--- src/rtl/gpr_wb_arbiter.sv ---
// gpr_wb_arbiter: round-robin writeback arbiter merging ALU and load results
// into a single GPR write port, plus a pending-write scoreboard that stalls
// instruction issue on RAW/WAW hazards (no bypass).
module gpr_wb_arbiter #(
  parameter int DATA_W = 16,
  parameter int ADDR_W = 3,
  parameter int NREG   = 8
) (
  input  logic              clk,
  input  logic              rst,
  input  logic              alu_valid,
  input  logic [ADDR_W-1:0] alu_dest,
  input  logic [DATA_W-1:0] alu_data,
  output logic              alu_ready,
  input  logic              mem_valid,
  input  logic [ADDR_W-1:0] mem_dest,
  input  logic [DATA_W-1:0] mem_data,
  output logic              mem_ready,
  input  logic              issue_req,
  input  logic [ADDR_W-1:0] issue_dest,
  input  logic [ADDR_W-1:0] issue_rs1,
  input  logic [ADDR_W-1:0] issue_rs2,
  output logic              issue_stall,
  output logic              write_en,
  output logic [ADDR_W-1:0] write_dest,
  output logic [DATA_W-1:0] write_data,
  output logic [NREG-1:0]   pending
);

  // rr=0 favours the ALU on contention, rr=1 favours the load path
  logic              rr;
  logic              alu_gnt_p0;
  logic              mem_gnt_p0;
  logic              vld_p0;
  logic [ADDR_W-1:0] dest_p0;
  logic [DATA_W-1:0] data_p0;
  logic              vld_p1;
  logic [ADDR_W-1:0] dest_p1;
  logic [DATA_W-1:0] data_p1;
  logic [NREG-1:0]   pending_q;
  logic [NREG-1:0]   pending_nxt;
  logic              issue_fire;

  // Stage p0: grant selection; nothing is granted while reset is held
  always_comb begin
    alu_gnt_p0 = 1'b0;
    mem_gnt_p0 = 1'b0;
    if (!rst) begin
      if (alu_valid && (!mem_valid || !rr)) begin
        alu_gnt_p0 = 1'b1;
      end else if (mem_valid) begin
        mem_gnt_p0 = 1'b1;
      end
    end
  end

  assign alu_ready = alu_gnt_p0;
  assign mem_ready = mem_gnt_p0;
  assign vld_p0    = alu_gnt_p0 | mem_gnt_p0;
  assign dest_p0   = alu_gnt_p0 ? alu_dest : mem_dest;
  assign data_p0   = alu_gnt_p0 ? alu_data : mem_data;

  // Hazard check looks only at committed scoreboard state: no forwarding
  assign issue_stall = issue_req &&
                       (pending_q[issue_rs1] || pending_q[issue_rs2] || pending_q[issue_dest]);
  assign issue_fire  = issue_req && !issue_stall;

  // Scoreboard next state: the retiring write clears first so a same-edge issue re-sets the bit
  always_comb begin
    pending_nxt = pending_q;
    if (vld_p1) begin
      pending_nxt[dest_p1] = 1'b0;
    end
    if (issue_fire) begin
      pending_nxt[issue_dest] = 1'b1;
    end
  end

  // Stage p0 -> p1: register the accepted write, advance rr, update scoreboard
  always_ff @(posedge clk) begin
    if (rst) begin
      rr        <= 1'b0;
      vld_p1    <= 1'b0;
      dest_p1   <= '0;
      data_p1   <= '0;
      pending_q <= '0;
    end else begin
      vld_p1    <= vld_p0;
      pending_q <= pending_nxt;
      if (vld_p0) begin
        rr      <= alu_gnt_p0;
        dest_p1 <= dest_p0;
        data_p1 <= data_p0;
      end
    end
  end

  assign write_en   = vld_p1;
  assign write_dest = dest_p1;
  assign write_data = data_p1;
  assign pending    = pending_q;

endmodule

--- config.mk ---
export PLATFORM = sky130hd
export DESIGN_NAME = gpr_wb_arbiter
export DESIGN_NICKNAME = d
export VERILOG_FILES = /design/src/rtl/gpr_wb_arbiter.sv
export SDC_FILE = /design/constraint.sdc
export NUM_CORES = 1
export LEC_CHECK = 0
export CAP_MARGIN = 10
export CORE_MARGIN = 10
export CORE_UTILIZATION = 40
export CTS_CLUSTER_DIAMETER = 30
export CTS_CLUSTER_SIZE = 8
export DETAILED_ROUTE_END_ITERATION = 7
export PLACE_DENSITY = 0.83
export SYNTH_ARGS = -nofsm -noshare
export SYNTH_HDL_FRONTEND = slang
export SYNTH_SLANG_ARGS = --single-unit
--- constraint.sdc ---
create_clock -name clk -period 5.2 [get_ports clk]
set_input_delay 1.56 -clock clk [delete_from_list [all_inputs] [get_ports clk]]
set_output_delay 1.56 -clock clk [all_outputs]
set_load 0.01 [all_outputs]
# == Word-level counts from Yosys, hierarchy flattened ==
# Index checks and enable logic that the tools add are counted.
# totals
ff_bits,29
in_bits,52
out_inout_bits,31
word_cells,45
# op_classes
magnitude_cmp,6
muxes,19
bitwise_logic,4
reduce_logical,11
# op_table
op,count
$lt 3x4->1 const B,4
$mux 16,1
$mux 8,2
$mux 1,10
$bmux 1 s3,3
$and 8x8->8,1
$not 8->8,1
$or 8x8->8,1
$demux 1 s3,2
$ge 3x1->1 const B,2
$logic_and 1x1->1,5
$logic_not 1->1,3
$logic_or 1x1->1,3
$mux 3,1
$or 1x1->1,1

# == Logic depth before layout (Yosys ltp) ==
# Gate-level depths: netlist of run 1.
# depth
word_depth,9
depth_mapped,5
mapped_depth_nobuf,4

# == Least setup slack after synthesis of run 1 ==
# OpenSTA, ideal clock, no wires.
# synth_path
kind,in2out
startpoint,in issue_rs2[1]
endpoint,out issue_stall
arrival_time_ps,2832
required_time_ps,3640
path_slack_ps,808
path_stages,4
path_buffers,0
path_cell_list,mux4_1 mux2i_1 nand2_2 o41a_1
# synth_between
elab_chain_cells,5
# synth_rtl
element,line,text
"start, declared",22,"input logic [ADDR_W-1:0] issue_rs2,"
$bmux 1 s3,65,(pending_q[issue_rs1] || pending_q[issue_rs2] || pending_q[issue_dest]);
$mux 1 (implied by the code),65,
$logic_or 1x1->1 (2 in a row),65,
$logic_and 1x1->1,64,assign issue_stall = issue_req &&
"end, declared",23,"output logic issue_stall,"
# Every way passes these cells. The select of a mux whose other input is x is not followed.

# == Worst setup path in the final report of run 1 ==
# layout_path
startpoint,in issue_rs1[1]
endpoint,out issue_stall
# layout_between
elab_chain_cells,5
# layout_rtl
element,line,text
"start, declared",21,"input logic [ADDR_W-1:0] issue_rs1,"
$bmux 1 s3,65,
$mux 1 (implied by the code),65,
$logic_or 1x1->1 (2 in a row),65,
$logic_and 1x1->1,64,
# Every way passes these cells. The select of a mux whose other input is x is not followed.

==> flow_metrics.env, run 1 <==
export IMPL_outcome="complete, no violations"
export IMPL_hp_start="write_data[14]$_SDFFE_PP0P_"
export IMPL_reg2reg_slack_ns=3.46
export IMPL_num_vias=1553
export IMPL_pwr_density_cell_nw_per_um2=222
export IMPL_place_ws_ns=-0.148
export IMPL_drive_gt1_share_pct=4.66
export IMPL_power_internal_mw=0.375
export IMPL_worst_pin_slew_ns=0.449
export IMPL_cts_path_max_buffers=2
export IMPL_first_pass_iters=4
export IMPL_hp_class="reg -> reg"
export IMPL_postRouteAntennaNets=0
export IMPL_power_switching_mw=0.140
export IMPL_routed_via_density=5.51
export IMPL_combPwrFrac_pct=27.1
export IMPL_clock_sinks=29
export IMPL_worstHoldEndpoint="write_data[14]$_SDFFE_PP0P_"
export IMPL_die_w_um=79.5
export IMPL_dpl_hpwl_um=3760
export IMPL_synth_area_per_cell_um2=9.26
export IMPL_gp_congestion=0.845
export IMPL_dieArea_um2=6320
export IMPL_slowest_delay_ns=0.57
export IMPL_crit_start="issue_rs1[1]"
export IMPL_holdBufCountCts=0
export IMPL_peakVddDrop_v=0.000135
export IMPL_cts_buffers=5
export IMPL_fin_crit_ns=5.15
export IMPL_cpMaxStageDelayCell="mux4_1"
export IMPL_grt_pass1_wl_um=7730
export IMPL_synth_distinct_cells=27
export IMPL_finalClockSkew_ns=0.00472
export IMPL_sw_frac_of_total_pct=27.2
export IMPL_min_path_cells=2
export IMPL_clk_pin_slew_worst_paths_ns=0.08
export IMPL_reg2reg_depth=5
export IMPL_rsz0062_at_grt="no"
export IMPL_nets=287
export IMPL_core_um2=3390
export IMPL_yosys_warnings=0
export IMPL_drc=0
export IMPL_hold_viol=0
export IMPL_wl_per_cell_um=17.3
export IMPL_max_freq_mhz=194
export IMPL_insertion_delay_ns=0.31
export IMPL_worst_setup_path_start_kind="primary input"
export IMPL_row_count=21
export IMPL_num_antenna_cells=0
export IMPL_synth_edf_count=0
export IMPL_wirelength_um=4870
export IMPL_p_leak_nw=0.896
export IMPL_netlist_instances=153
export IMPL_required_ns=3.64
export IMPL_crit_fanout=2
export IMPL_synth_seq_cells=29
export IMPL_path_class="in -> out"
export IMPL_synthToLayoutAreaGrowth_pct=64.2
export IMPL_synth_async_sr_flop_share_pct=0
export IMPL_ys_seq_area_share_pct=41.0
export IMPL_r2r_start="pending[3]$_SDFF_PP0_"
export IMPL_ys_flop_type="dfxtp_1"
export IMPL_die_h_um=79.5
export IMPL_ios=83
export IMPL_grt_ovfl_total=0
export IMPL_p_total_mw=0.515
export IMPL_drt_iter0_drc=175
export IMPL_cts_root_buf="clkbuf_4"
export IMPL_grt_usage_pct=15.3
export IMPL_sequentialPowerShare_pct=48.6
export IMPL_fin_crit_sh_pct=99.1
export IMPL_portBuffers=82
export IMPL_cts_setup_buffers=0
export IMPL_path_cells="clkdlybuf4s50_1 -> mux4_1 -> mux2i_1 -> nand2_2 -> o41a_1 -> dlygate4sd2_1"
export IMPL_synth_area_um2=1420
export IMPL_grt_pass1_vias=1578
export IMPL_p_clk_share_pct=24.4
export IMPL_grt_max_degree=28
export IMPL_endpoint_kind="output port"
export IMPL_timing_final_ws_setup_ns=0.0476
export IMPL_fin_util_pct=68.6
export IMPL_drv_cap=0
export IMPL_arrival_ns=3.59
export IMPL_setup_viol_count_final=0
export IMPL_cts_tree="done"
export IMPL_drv_slew=0
export IMPL_initial_core_util_pct=41.8
export IMPL_htreeDepth=2
export IMPL_relSlewSlack_pct=70.1
export IMPL_antenna_found_initial=0
export IMPL_postSynthNetCount=205
export IMPL_r2r_end="pending[2]$_SDFF_PP0_"
-- metrics by stage --
stage	cell area [µm²]	hold slack, ns	std cells	TNS (ns)
final	2330	0.491	282	0
after global routing	2330	0.514	282	0
after CTS	2330	0.495	282	0
after detailed placement	2280	0.479	274	-0.148
after global placement	2280	0.470	274	-0.102
after floorplan	1420	0.458	153	0
-- worst max path at each step --
stage                     slack [ns]           to  depth (start not counted)
after floorplan                 0.81  issue_stall                          4
after global placement         -0.10  issue_stall                          6
after detailed placement       -0.15  issue_stall                          6
after CTS                       0.04  issue_stall                          6
after global routing           0.003  issue_stall                          6
final                           0.05  issue_stall                          6
-- kinds of logic (layout without fill, tap and decap cells) --
| group | count (synthesis) | count (layout) | share of synthesized area [%] |
|---|---|---|---|
| and+or+nand+nor | 52 | 52 | 18.0 |
| AOI/OAI and AO/OA | 42 | 42 | 22.2 |
| DFF | 29 | 29 | 41.0 |
| buffers and inverters | 16 | 99 | 4.33 |
| muxes | 14 | 14 | 14.5 |
-- critical path: cells and delay by family --
family          cells  cell delay [ns]
compound gates      1             0.41
simple gates        1             0.08
mux                 2             0.74
buf+inv             2             0.80
-- Yosys cell counts, drive strengths merged, types with 3 or more instances --
library cell / instances / area [µm²]
dfxtp: 29 / 581
nor2: 20 / 75.1
nor3: 11 / 55.1
o22ai: 11 / 68.8
mux2i: 10 / 100
a211oi: 8 / 60.1
clkbuf: 8 / 30.0
o41ai: 8 / 70.1
nand2: 6 / 25.0
inv: 5 / 18.8
mux4: 4 / 105
nand2b: 4 / 25.0
o211ai: 4 / 30.0
o311ai: 4 / 35.0
buf: 3 / 12.5
nand3: 3 / 15.0
nand3b: 3 / 22.5
nor3b: 3 / 22.5
-- flip-flops by register name, indices dropped and copies added (netlist names) --
signal,flops
rr,1
write_en,1
pending,8
write_dest,3
write_data,16
-- metal layers --
metal / routed length (µm) / GRT usage, % / vias to the layer above
met5: 0 / 0 / -
met1: 1960 / 16.1 / 715
li1: - / - / 754
met2: 2100 / 23.3 / 78
met3: 757 / 11.6 / 6
met4: 55 / 4.84 / 0
-- layout make-up --
class                           instances  area [µm²]
Inverter                                5        18.8
Clock buffer                            8        48.8
Tap cell                               46        57.6
Sequential cell                        29         581
Timing Repair Buffer                   86         850
Multi-Input combinational cell        108         771
Fill cell                             263        1060
-- layout by cell type, fill, tap and decap left out, drive strengths merged --
cell,count
a211oi,8
a21oi,2
a311oi,1
a31oi,2
buf,4
clkbuf,8
clkdlybuf4s50,81
dfxtp,29
dlygate4sd2,1
inv,5
mux2i,10
mux4,4
nand2,6
nand2b,4
nand3,3
nand3b,3
nand4,1
nand4b,1
nor2,20
nor3,11
nor3b,3
o211ai,4
o21a,1
o22ai,11
o311ai,4
o41a,1
o41ai,8
-- power groups by stage --
stage / Clock (mW) / Combinational (mW) / Sequential [mW]
5_1_grt: 0.141 / 0.150 / 0.253
3_5_place_dp: 0 / 0.140 / 0.255
4_1_cts: 0.130 / 0.141 / 0.250
3_3_place_gp: 0 / 0.139 / 0.254
6_report: 0.126 / 0.140 / 0.250
2_1_floorplan: 0 / 0.0475 / 0.260
-- timing repair --
| item | CTS | global route |
|---|---|---|
| hold endpoints to repair | 0 | 0 |
| endpoints found under the setup margin | 1 | 1 |
| pin swaps | 0 | 0 |
| gates resized for setup | 1 | 1 |
(Power assumes the default switching activity.)
==> inputs of run 2 (changes only) <==
- CORE_UTILIZATION: 40 -> 42
- CTS_BUF_LIST: not set -> sky130_fd_sc_hd__clkbuf_8
- PLACE_DENSITY: 0.83 -> 0.87
- clock period: 5.2 -> 6.52 ns (I/O delays scaled with it)
==> run 2 against run 1 <==
  * Wire length down 0.70%
  * Register-to-register slack better by 1.3 ns
  * Via count up 0.90%
  * Clock power up 4%
  * Critical path depth unchanged
  * Cell count down 1.1%
  * Combinational power down 21%
  * Flip-flop and latch count unchanged
  * Utilization up 2.9 points
  * Sequential power down 20%
  * Clock skew up 0.0023 ns
  * Largest cell class unchanged
==> flow_metrics.env, run 2 (synthesis gave the netlist of run 1 again) <==
export IMPL_setup_viol_count_final=0
export IMPL_worst_pin_slew_ns=0.415
export IMPL_grt_pass1_vias=1613
export IMPL_num_antenna_cells=0
export IMPL_fin_crit_sh_pct=95.9
export IMPL_crit_top_cell="clkdlybuf4s50_1"
export IMPL_postRouteAntennaNets=0
export IMPL_htreeDepth=2
export IMPL_cts_tree="done"
export IMPL_routed_via_density=5.62
export IMPL_cts_path_max_buffers=2
export IMPL_insertion_delay_ns=0.28
export IMPL_antenna_found_initial=0
export IMPL_nets=286
export IMPL_core_um2=3280
export IMPL_die_h_um=78.1
export IMPL_endpoint_kind="output port"
export IMPL_cts_root_buf="clkbuf_8"
export IMPL_peakVddDrop_v=0.000157
export IMPL_cpMaxStageDelayCell="mux4_1"
export IMPL_die_w_um=78.1
export IMPL_first_pass_iters=4
export IMPL_final_common_cell="clkdlybuf4s50_1"
export IMPL_slowest_delay_ns=0.55
export IMPL_drt_iter0_drc=123
export IMPL_dpl_hpwl_um=3710
export IMPL_row_count=21
export IMPL_wirelength_um=4830
export IMPL_arrival_ns=4.30
export IMPL_drc=0
export IMPL_drive_gt1_share_pct=4.29
export IMPL_holdBufCountCts=0
export IMPL_cts_resized=0
export IMPL_dieArea_um2=6090
export IMPL_path_class="in -> out"
export IMPL_rsz0062_at_grt="no"
export IMPL_cp_num_buf_inv=2
export IMPL_relSlewSlack_pct=72.3
export IMPL_tns_ns=0
export IMPL_power_switching_mw=0.116
export IMPL_grt_usage_pct=15.9
export IMPL_cts_setup_buffers=0
export IMPL_fin_crit_ns=6.26
export IMPL_portBuffers=82
export IMPL_place_area_um2=2270
export IMPL_grt_ovfl_total=0
export IMPL_synthToLayoutAreaGrowth_pct=65.8
export IMPL_largest_reg_flops=16
export IMPL_ios=83
export IMPL_gp_congestion=0.860
export IMPL_initial_core_util_pct=43.1
export IMPL_p_leak_nw=0.908
export IMPL_pwr_density_cell_nw_per_um2=188
export IMPL_cts_buffers=5
export IMPL_num_vias=1567
export IMPL_drv_slew=0
export IMPL_max_freq_mhz=160
export IMPL_power_internal_mw=0.326
export IMPL_drv_cap=0
export IMPL_hp_class="reg -> reg"
export IMPL_required_ns=4.56
export IMPL_clk_pin_slew_worst_paths_ns=0.05
export IMPL_sequentialPowerShare_pct=45.3
export IMPL_hold_viol=0
export IMPL_wl_per_cell_um=17.3
export IMPL_grt_max_degree=28
export IMPL_outcome="complete, no violations"
export IMPL_path_cells="clkdlybuf4s50_1 -> mux4_1 -> mux2i_1 -> nand2_2 -> o41a_1 -> clkdlybuf4s50_1"
export IMPL_p_clk_share_pct=29.6
export IMPL_clock_sinks=29
export IMPL_critical_path_top_delay_family="buffers and inverters"
export IMPL_stdcell_area_um2=2350
export IMPL_worst_setup_path_start_kind="primary input"
export IMPL_finalClockSkew_ns=0.00697
export IMPL_crit_fanout=9
export IMPL_grt_pass1_wl_um=7780
export IMPL_p_total_mw=0.442
export IMPL_combPwrFrac_pct=25.1
export IMPL_final_cell_mix="clkdlybuf4s50_1 (82), dfxtp_1 (29), nor2_1 (20)"
export IMPL_sw_frac_of_total_pct=26.2
[run 2: cell count changes in the layout (fill, tap and decap cells not counted)]
cell	change
buf_4	-1
clkbuf_1	-3
clkbuf_4	-5
clkbuf_8	+5
clkdlybuf4s50_1	+1
clkinv_2	+1
dlygate4sd2_1	-1
mux4_1	+1
mux4_2	-1
[run 2: path summary, 6_finish.rpt]
check	start	end	slack (ns)	cells past startpoint
hold / removal	write_data[15]$_SDFFE_PP0P_	write_data[15]$_SDFFE_PP0P_	0.49	2
setup reg to reg	pending[3]$_SDFF_PP0_	pending[0]$_SDFF_PP0_	4.75	4
setup / recovery	issue_rs2[1]	issue_stall	0.26	6
hold reg to reg	write_data[15]$_SDFFE_PP0P_	write_data[15]$_SDFFE_PP0P_	0.49	2
[run 2: metal layers]
metal / wire (µm) / global-route usage [%]
met1: 1870 / 16.8
met2: 2150 / 24.0
met3: 685 / 10.1
met4: 125 / 8.24
met5: 0 / 0
[run 2: worst min-delay path, stage by stage, from the launching register on]
cell,delay (ns)
dfxtp_1,0.30
nor2_1,0.10
nor3_1,0.04
[run 2: stage by stage]
step                util [%]  worst slack, ns  std cells  hold slack (ns)
global placement        69.3            0.318        273            0.472
detailed placement      69.3            0.257        273            0.481
finish                  71.5            0.265        279            0.488
floorplan                  -             1.34        153            0.458
global route            71.5            0.132        279            0.508
CTS                     71.5            0.251        279            0.489
[run 2: power groups by stage]
stage,Sequential (mW),Combinational [mW],Clock (mW)
finish,0.200,0.111,0.131
global route,0.202,0.120,0.140
CTS,0.200,0.112,0.133
detailed placement,0.204,0.110,0
global placement,0.203,0.109,0
floorplan,0.207,0.0379,0
[run 2: cell type report]
| class | count | area [µm²] |
|---|---|---|
| Fill cell | 251 | 936 |
| Timing Repair Buffer | 85 | 843 |
| Multi-Input combinational cell | 108 | 774 |
| Sequential cell | 29 | 581 |
| Clock buffer | 5 | 68.8 |
| Tap cell | 46 | 57.6 |
| Inverter | 5 | 18.8 |
| Clock inverter | 1 | 5.00 |
==> inputs of run 3 (changes only) <==
- PLACE_DENSITY: 0.87 -> 0.94
==> run 3 against run 2 <==
  * Sequential share of layout area is 0.48 points lower
  * Die area stayed put
  * Register-to-register slack better by 0.06 ns
  * First-iteration DRC count is 6.5% lower
  * Power is 15% higher
  * Critical path type unchanged
  * Highest routed layer unchanged
==> flow_metrics.env, run 3 (synthesis gave the netlist of run 1 again) <==
export IMPL_core_um2=3280
export IMPL_wl_per_cell_um=19.0
export IMPL_htreeDepth=2
export IMPL_num_vias=1571
export IMPL_stdcell_count=281
export IMPL_cts_path_max_buffers=2
export IMPL_drv_slew=0
export IMPL_rsz0062_at_grt="no"
export IMPL_first_pass_iters=4
export IMPL_pwr_density_cell_nw_per_um2=212
export IMPL_p_total_mw=0.508
export IMPL_max_freq_mhz=160
export IMPL_worst_setup_path_start_kind="primary input"
export IMPL_cts_root_buf="clkbuf_8"
export IMPL_clk_pin_slew_worst_paths_ns=0.07
export IMPL_drc=0
export IMPL_grt_ovfl_total=0
export IMPL_synthToLayoutAreaGrowth_pct=69.1
export IMPL_drv_cap=0
export IMPL_holdBufCountCts=0
export IMPL_grt_usage_pct=16.5
export IMPL_clock_sinks=29
export IMPL_fin_crit_sh_pct=95.7
export IMPL_insertion_delay_ns=0.28
export IMPL_gp_congestion=0.833
export IMPL_dpl_hpwl_um=3880
export IMPL_cts_resized=0
export IMPL_cts_setup_buffers=0
export IMPL_grt_pass1_vias=1732
export IMPL_portBuffers=82
export IMPL_multi_input_area_um2=774
export IMPL_arrival_ns=4.29
export IMPL_fin_util_pct=72.9
export IMPL_initial_core_util_pct=43.1
export IMPL_hold_viol=0
export IMPL_wirelength_um=5350
export IMPL_stdcell_area_um2=2390
export IMPL_drt_iter0_drc=115
export IMPL_antenna_found_initial=0
export IMPL_grt_max_degree=29
export IMPL_placed_cells=273
export IMPL_ios=83
export IMPL_hp_class="reg -> reg"
export IMPL_fin_hold_ws_ns=0.498
export IMPL_p_leak_nw=0.925
export IMPL_path_class="in -> out"
export IMPL_crit_fanout=9
export IMPL_place_area_um2=2270
export IMPL_routed_via_density=5.59
export IMPL_row_count=21
export IMPL_outcome="complete, no violations"
export IMPL_largest_reg_flops=16
export IMPL_cts_tree="done"
export IMPL_final_cell_mix="clkdlybuf4s50_1 (82), dfxtp_1 (29), nor2_1 (20)"
export IMPL_cts_buffers=5
export IMPL_peakVddDrop_v=0.000210
export IMPL_worst_pin_slew_ns=0.393
export IMPL_setup_viol_count_final=0
export IMPL_dieArea_um2=6090
export IMPL_required_ns=4.56
export IMPL_final_common_cell="clkdlybuf4s50_1"
export IMPL_endpoint_kind="output port"
export IMPL_postRouteAntennaNets=0
export IMPL_num_antenna_cells=0
export IMPL_fill_cells=219
export IMPL_place_ws_ns=0.280
export IMPL_regArea_um2=581
export IMPL_grt_pass1_wl_um=8160
export IMPL_die_w_um=78.1
export IMPL_fin_crit_ns=6.24
export IMPL_reg2reg_slack_ns=4.81
export IMPL_finalClockSkew_ns=0.00746
export IMPL_relSlewSlack_pct=73.8
export IMPL_drive_gt1_share_pct=5.11
export IMPL_tns_ns=0
export IMPL_timing_final_ws_setup_ns=0.278
export IMPL_nets=286
export IMPL_die_h_um=78.1
==> run 3: worst paths after layout <==
| path | startpoint | end | cells after the start |
|---|---|---|---|
| max | issue_rs2[1] | issue_stall | 6 |
| min | write_data[1]$_SDFFE_PP0P_ | write_data[1]$_SDFFE_PP0P_ | 2 |
| max reg2reg | pending[3]$_SDFF_PP0_ | pending[1]$_SDFF_PP0_ | 4 |
| min reg2reg | write_data[1]$_SDFFE_PP0P_ | write_data[1]$_SDFFE_PP0P_ | 2 |
==> run 3: where the power goes <==
group / internal (mW) / switching (mW) / total [mW]
clock network: 0.124 / 0.0697 / 0.194
logic: 0.0664 / 0.0471 / 0.114
registers: 0.190 / 0.0109 / 0.201
total: 0.380 / 0.128 / 0.508
==> run 3: layout make-up <==
type / instances / area share (%)
sequential: 29 / 24.2
clock buffer: 6 / 3.45
clock inverter: 2 / 1.57
tap: 46 / 2.40
timing repair buffer: 85 / 35.2
inverter: 5 / 0.784
multi-input combinational: 108 / 32.3
==> run 3: critical path, stage by stage <==
cell and delay, ns:
clkdlybuf4s50_1 0.50, mux4_1 0.56, mux2i_1 0.19, nand2_2 0.16, o41a_1 0.44, clkdlybuf4s50_1 0.49
==> run 3: metal layers <==
metal / global-route usage [%] / up-vias / part of all wire, %
li1: - / 755 / -
met2: 27.9 / 88 / 46
met5: 0 / - / 0
met4: 5.38 / 0 / 1.6
met1: 16.5 / 717 / 39
met3: 10.3 / 11 / 13
